[config.mk]
export PLATFORM = sky130hd
export DESIGN_NAME = alu_share_arb_flat
export DESIGN_NICKNAME = d
export VERILOG_FILES = /design/src/rtl/alu_share_arb_if.sv /design/src/rtl/alu_share_arb.sv /design/src/flat_wrapper.sv
export SDC_FILE = /design/constraint.sdc
export NUM_CORES = 1
export LEC_CHECK = 0
export ABC_CLOCK_PERIOD_IN_PS = 7300
export BUFFER_PORTS_ARGS = -buffer_cell sky130_fd_sc_hd__buf_2
export CELL_PAD_IN_SITES_DETAIL_PLACEMENT = 1
export CELL_PAD_IN_SITES_GLOBAL_PLACEMENT = 2
export CORE_UTILIZATION = 36
export CTS_CLUSTER_DIAMETER = 50
export DETAILED_ROUTE_END_ITERATION = 8
export HOLD_SLACK_MARGIN = 0.12
export PLACE_DENSITY = 0.88
export SLEW_MARGIN = 15
export SYNTH_ARGS = -nofsm -noshare
export SYNTH_HDL_FRONTEND = slang
export SYNTH_HIERARCHICAL = 1
export SYNTH_SLANG_ARGS = --single-unit
[constraint.sdc]
create_clock -name clk -period 7.3 [get_ports clk]
set_input_delay 1.46 -clock clk [delete_from_list [all_inputs] [get_ports clk]]
set_output_delay 1.46 -clock clk [all_outputs]
set_load 0.005 [all_outputs]
[src/rtl/alu_share_arb_if.sv]
// Request/response bundle between two ALU clients and the shared-ALU arbiter.
interface alu_share_arb_if;
    logic        req0_valid;
    logic        req0_ready;
    logic [31:0] req0_a;
    logic [31:0] req0_b;
    logic [3:0]  req0_f;

    logic        req1_valid;
    logic        req1_ready;
    logic [31:0] req1_a;
    logic [31:0] req1_b;
    logic [3:0]  req1_f;

    logic        rsp0_valid;
    logic        rsp0_ready;
    logic        rsp1_valid;
    logic        rsp1_ready;
    logic [31:0] rsp_y;
    logic        rsp_zero;

    modport master (
        output req0_valid, req0_a, req0_b, req0_f,
        input  req0_ready,
        output req1_valid, req1_a, req1_b, req1_f,
        input  req1_ready,
        input  rsp0_valid, rsp1_valid, rsp_y, rsp_zero,
        output rsp0_ready, rsp1_ready
    );

    modport slave (
        input  req0_valid, req0_a, req0_b, req0_f,
        output req0_ready,
        input  req1_valid, req1_a, req1_b, req1_f,
        output req1_ready,
        output rsp0_valid, rsp1_valid, rsp_y, rsp_zero,
        input  rsp0_ready, rsp1_ready
    );
endinterface

[src/rtl/alu_share_arb.sv]
// Round-robin arbiter sharing one 32-bit ALU between two requesters.
// Latency: accept at edge T, response valid sampled from edge T+2; one op in flight.
// Backpressure: response held stable until the owner's ready; new requests wait (ready low).
module alu (
    input  logic [31:0] a,
    input  logic [31:0] b,
    input  logic [3:0]  f,
    output logic [31:0] y,
    output logic        zero
);
    logic [31:0] bb;
    logic [31:0] sum;

    assign bb  = f[3] ? ~b : b;
    assign sum = a + bb + {31'd0, f[3]};

    always_comb begin
        y = 32'd0;
        case (f[2:0])
            3'b000:  y = a & bb;
            3'b001:  y = a | bb;
            3'b010:  y = sum;
            3'b011:  y = {31'd0, sum[31]};
            default: y = 32'd0;
        endcase
    end

    assign zero = (y == 32'd0);
endmodule

module alu_share_arb #(
    parameter int CNT_W = 16
) (
    input  logic             clk,
    input  logic             rst_n,
    alu_share_arb_if.slave   bus,
    output logic             busy,
    output logic [CNT_W-1:0] ops_done
);
    localparam logic [1:0] IDLE = 2'd0;
    localparam logic [1:0] EXEC = 2'd1;
    localparam logic [1:0] RESP = 2'd2;

    logic [1:0]  state;
    logic        last_grant;
    logic        owner;
    logic [31:0] op_a;
    logic [31:0] op_b;
    logic [3:0]  op_f;
    logic [31:0] y_q;
    logic        zero_q;
    logic [31:0] alu_y;
    logic        alu_zero;
    logic        grant0;
    logic        grant1;
    logic        accept;
    logic        rsp_take;

    // On contention the requester that did not win last time goes first.
    assign grant0 = bus.req0_valid && (!bus.req1_valid || last_grant);
    assign grant1 = bus.req1_valid && (!bus.req0_valid || !last_grant);

    assign bus.req0_ready = (state == IDLE) && grant0;
    assign bus.req1_ready = (state == IDLE) && grant1;
    assign accept         = bus.req0_ready || bus.req1_ready;

    assign bus.rsp0_valid = (state == RESP) && !owner;
    assign bus.rsp1_valid = (state == RESP) &&  owner;
    assign rsp_take       = owner ? bus.rsp1_ready : bus.rsp0_ready;

    assign bus.rsp_y    = y_q;
    assign bus.rsp_zero = zero_q;
    assign busy         = (state != IDLE);

    alu u_alu (
        .a    (op_a),
        .b    (op_b),
        .f    (op_f),
        .y    (alu_y),
        .zero (alu_zero)
    );

    always_ff @(posedge clk or negedge rst_n) begin
        if (!rst_n) begin
            state      <= IDLE;
            last_grant <= 1'b1;
            owner      <= 1'b0;
            op_a       <= 32'd0;
            op_b       <= 32'd0;
            op_f       <= 4'd0;
            y_q        <= 32'd0;
            zero_q     <= 1'b0;
            ops_done   <= '0;
        end else begin
            case (state)
                IDLE: begin
                    if (accept) begin
                        op_a       <= grant1 ? bus.req1_a : bus.req0_a;
                        op_b       <= grant1 ? bus.req1_b : bus.req0_b;
                        op_f       <= grant1 ? bus.req1_f : bus.req0_f;
                        owner      <= grant1;
                        last_grant <= grant1;
                        state      <= EXEC;
                    end
                end
                EXEC: begin
                    y_q    <= alu_y;
                    zero_q <= alu_zero;
                    state  <= RESP;
                end
                RESP: begin
                    if (rsp_take) begin
                        ops_done <= ops_done + {{(CNT_W-1){1'b0}}, 1'b1};
                        state    <= IDLE;
                    end
                end
                default: state <= IDLE;
            endcase
        end
    end
endmodule

[src/flat_wrapper.sv]
// flat-port wrapper written by rule: the top's interface ports become plain ports
module alu_share_arb_flat 
#(
    parameter int CNT_W = 16
)
  (clk, rst_n, busy, ops_done, bus_req0_valid, bus_req0_a, bus_req0_b, bus_req0_f, bus_req0_ready, bus_req1_valid, bus_req1_a, bus_req1_b, bus_req1_f, bus_req1_ready, bus_rsp0_valid, bus_rsp1_valid, bus_rsp_y, bus_rsp_zero, bus_rsp0_ready, bus_rsp1_ready);
  alu_share_arb_if bus_i ();
  input  logic clk;
  input  logic rst_n;
  output logic busy;
  output logic [CNT_W-1:0] ops_done;
  input wire logic [$bits(bus_i.req0_valid)-1:0] bus_req0_valid;
  input wire logic [$bits(bus_i.req0_a)-1:0] bus_req0_a;
  input wire logic [$bits(bus_i.req0_b)-1:0] bus_req0_b;
  input wire logic [$bits(bus_i.req0_f)-1:0] bus_req0_f;
  output wire logic [$bits(bus_i.req0_ready)-1:0] bus_req0_ready;
  input wire logic [$bits(bus_i.req1_valid)-1:0] bus_req1_valid;
  input wire logic [$bits(bus_i.req1_a)-1:0] bus_req1_a;
  input wire logic [$bits(bus_i.req1_b)-1:0] bus_req1_b;
  input wire logic [$bits(bus_i.req1_f)-1:0] bus_req1_f;
  output wire logic [$bits(bus_i.req1_ready)-1:0] bus_req1_ready;
  output wire logic [$bits(bus_i.rsp0_valid)-1:0] bus_rsp0_valid;
  output wire logic [$bits(bus_i.rsp1_valid)-1:0] bus_rsp1_valid;
  output wire logic [$bits(bus_i.rsp_y)-1:0] bus_rsp_y;
  output wire logic [$bits(bus_i.rsp_zero)-1:0] bus_rsp_zero;
  input wire logic [$bits(bus_i.rsp0_ready)-1:0] bus_rsp0_ready;
  input wire logic [$bits(bus_i.rsp1_ready)-1:0] bus_rsp1_ready;
  assign bus_i.req0_valid = bus_req0_valid;
  assign bus_i.req0_a = bus_req0_a;
  assign bus_i.req0_b = bus_req0_b;
  assign bus_i.req0_f = bus_req0_f;
  assign bus_req0_ready = bus_i.req0_ready;
  assign bus_i.req1_valid = bus_req1_valid;
  assign bus_i.req1_a = bus_req1_a;
  assign bus_i.req1_b = bus_req1_b;
  assign bus_i.req1_f = bus_req1_f;
  assign bus_req1_ready = bus_i.req1_ready;
  assign bus_rsp0_valid = bus_i.rsp0_valid;
  assign bus_rsp1_valid = bus_i.rsp1_valid;
  assign bus_rsp_y = bus_i.rsp_y;
  assign bus_rsp_zero = bus_i.rsp_zero;
  assign bus_i.rsp0_ready = bus_rsp0_ready;
  assign bus_i.rsp1_ready = bus_rsp1_ready;
  alu_share_arb #(.CNT_W(CNT_W)) u_core (.clk(clk), .rst_n(rst_n), .bus(bus_i), .busy(busy), .ops_done(ops_done));
endmodule
==> out/metrics.cfg <==
[outcome]
status = completed

[clock_network]
cts_setup_buffers = 0
cts_htree_levels = 4
path_clk_slew_ns = 0.05
numCtsBuffers = 17
cts_buffer_depth = 2
cts_root_buffer = clkbuf_16
clkLatencyLatePin_ns = 0.42
cts_tree = done
clock-sinks = 121
cts_resized = 0
cts_hold_repair.buffers = 0

[worst_setup_path]
critPathKind = reg -> reg
cp_max_fo = 26
r2r-end = u_core/bus.rsp_zero$_DFFE_PN0N_
endpoint_kind = flip-flop
start_kind = flip-flop
r2r_setup_slack_ns = 2.53
reg2reg_depth = 15
cp_data_required_time_ns = 7.65
r2r_start = u_core/op_f[3]$_DFFE_PN0P_
arrival_ns = 5.12

[final_layout]
nNetsFinal = 1332
fin_area_um2 = 10400
fin_util_pct = 44.5
layout_common_cells = buf_2, dfrtp_1, a21oi_1
final_common_cell = buf_2
syn2layout_area_growth_pct = 21.4
drive_above_1_share_pct = 24.9

[timing]
hold_viol = 0
finalMaxSlewViolations = 0
clock.fmax_mhz = 210
finClkSkew_ns = 0.0181
worst_pin_slew_ns = 0.948
setup_viol = 0
min_period_ns = 4.77
tns_ns = 0
min_period_over_period_pct = 65.3
relSlewSlack_pct = 36.8
rsz0062_at_grt = false

[routing]
postRouteAntennaNets = 0
dr.pass1.iters = 5
via_count = 7614
drc_errors = 0
drt_iter0_markers = 546
vias_per_cell = 5.23
wl_per_cell_um = 17.9
routed_wl_mm = 26.1

[yosys]
syn_nets = 1161
post_synth_xor_area_fraction_pct = 7.24
synth.area.mux_share_pct = 13.6
synth_top_family_by_area = compound AO/OA/AOI/OAI gates
ys_ff_latch = 121
synthCells = 953
synth-adder-area-share_pct = 9.70
synthFlopType = dfrtp_1
synth_warnings = 6
ys_seq_area_share_pct = 35.3
synth_area_leaders = dfrtp_1, ha_1, mux2i_1
yosysUniqueCellTypes = 66
synthSimpleGateAreaFrac_pct = 12.7
avgSynthCellArea_um2 = 9.01
async_flop_share_pct = 100
yosysTopAreaCell = dfrtp_1
synth-compound-area-share_pct = 15.2
synth_edf_count = 0
synth.cell_area_um2 = 8590
netlist.area_leader.share_pct = 35.0

[global_routing]
grt_pass1_vias = 7581
antenna_found_initial = 1
grt.total_usage_pct = 22.0
overflow = 0
grt_pass1_wl_mm = 41.3
grt_max_degree = 90

[hold_path]
worstHoldStart = u_core/ops_done[15]$_DFFE_PN0P_
min_to = u_core/ops_done[15]$_DFFE_PN0P_
holdPathStages = 1
hold_class = reg -> reg

[flow_run]
drv_cap = 0

[placed_design]
post_dp_cell_area_um2 = 9830
place_congestion = 0.919
port_buffers = 195
hpwlAfterDp_mm = 20.2

[floorplan]
die_width_um = 156
start_util_pct = 36.7
dieArea_um2 = 24500
row_count = 56
core-area_um2 = 23400
die_h_um = 156
ios = 196

-- stage by stage --
step                      instances  hold WS (ns)  setup slack [ns]
after detailed placement       1424         0.460              2.58
after CTS                      1456         0.474              2.57
final                          1457         0.474              2.53
after global placement         1424         0.455              2.78
after global routing           1456         0.502              2.21
after floorplan                 953         0.465              3.33
-- Yosys cell counts (8+ instances only) --
cell and instances:
nand2_1 57, nand4_1 13, o21ai_0 23, nor2_1 101, xor2_1 48, a31oi_1 11
mux2i_1 77, ha_1 65, nor3_1 15, and3_1 8, clkbuf_1 35, o221ai_1 14
a21oi_1 106, inv_1 85, dfrtp_1 120, buf_2 10, mux2_2 34, xnor2_1 23
-- worst max-delay path: stages (launching register included) --
cell      delay (ns)
dfrtp_2         0.50
buf_4           0.45
xor2_1          0.25
inv_1           0.07
ha_1            0.37
a211oi_1        0.12
o31ai_1         0.61
nand4_1         0.27
a31oi_1         0.45
xnor2_1         0.17
o221ai_1        0.13
or4_1           0.53
nor4_2          0.23
nand4_1         0.14
nor4_2          0.21
mux2_2          0.18
-- logic make-up (layout without fill, tap and decap cells) --
group / after synthesis / count (layout)
mux: 112 / 112
compound gates: 211 / 211
flops: 121 / 121
simple gates: 235 / 235
buf+inv: 137 / 321
other cells: 0 / 1
xor+xnor: 71 / 71
fa+ha+maj: 66 / 66
-- metal layers --
metal / vias to the layer above / track usage (%) / wire, um
met1: 3733 / 30.9 / 12500
met3: 19 / 3.54 / 1230
met5: - / 0 / 0
met4: 0 / 6.58 / 359
li1: 3646 / - / -
met2: 216 / 34.7 / 12000
-- registers in the layout (all words and copies together), names as in the netlist --
signal	count
u_core/bus.rsp_y	32
u_core/op_a	32
u_core/op_b	32
u_core/ops_done	16
u_core/op_f	4
u_core/state	2
u_core/bus.rsp_zero	1
u_core/last_grant	1
u_core/owner	1
-- layout make-up --
type                            count  area, um2
Sequential cell                   121       3030
Antenna cell                        1       2.50
Tap cell                          319        399
Timing Repair Buffer              204       1050
Clock buffer                       25        495
Clock inverter                      7       91.3
Inverter                           85        319
Fill cell                        2828      13000
Multi-Input combinational cell    695       5040
-- how the worst max path moves through the flow --
stage	from	to	slack [ns]	cells after the start
final	u_core/op_f[3]$_DFFE_PN0P_	u_core/bus.rsp_zero$_DFFE_PN0N_	2.53	15
after global routing	u_core/op_f[3]$_DFFE_PN0P_	u_core/bus.rsp_zero$_DFFE_PN0N_	2.21	15
after CTS	u_core/op_f[3]$_DFFE_PN0P_	u_core/bus.rsp_zero$_DFFE_PN0N_	2.57	15
after detailed placement	u_core/op_f[3]$_DFFE_PN0P_	u_core/bus.rsp_zero$_DFFE_PN0N_	2.58	15
after global placement	u_core/op_f[3]$_DFFE_PN0P_	u_core/bus.rsp_zero$_DFFE_PN0N_	2.78	15
after floorplan	u_core/op_f[3]$_DFFE_PN0P_	u_core/bus.rsp_zero$_DFFE_PN0N_	3.33	16
Power is not shown: default switching activity piles up to over one toggle a cycle in this logic, so the estimate is an artifact.
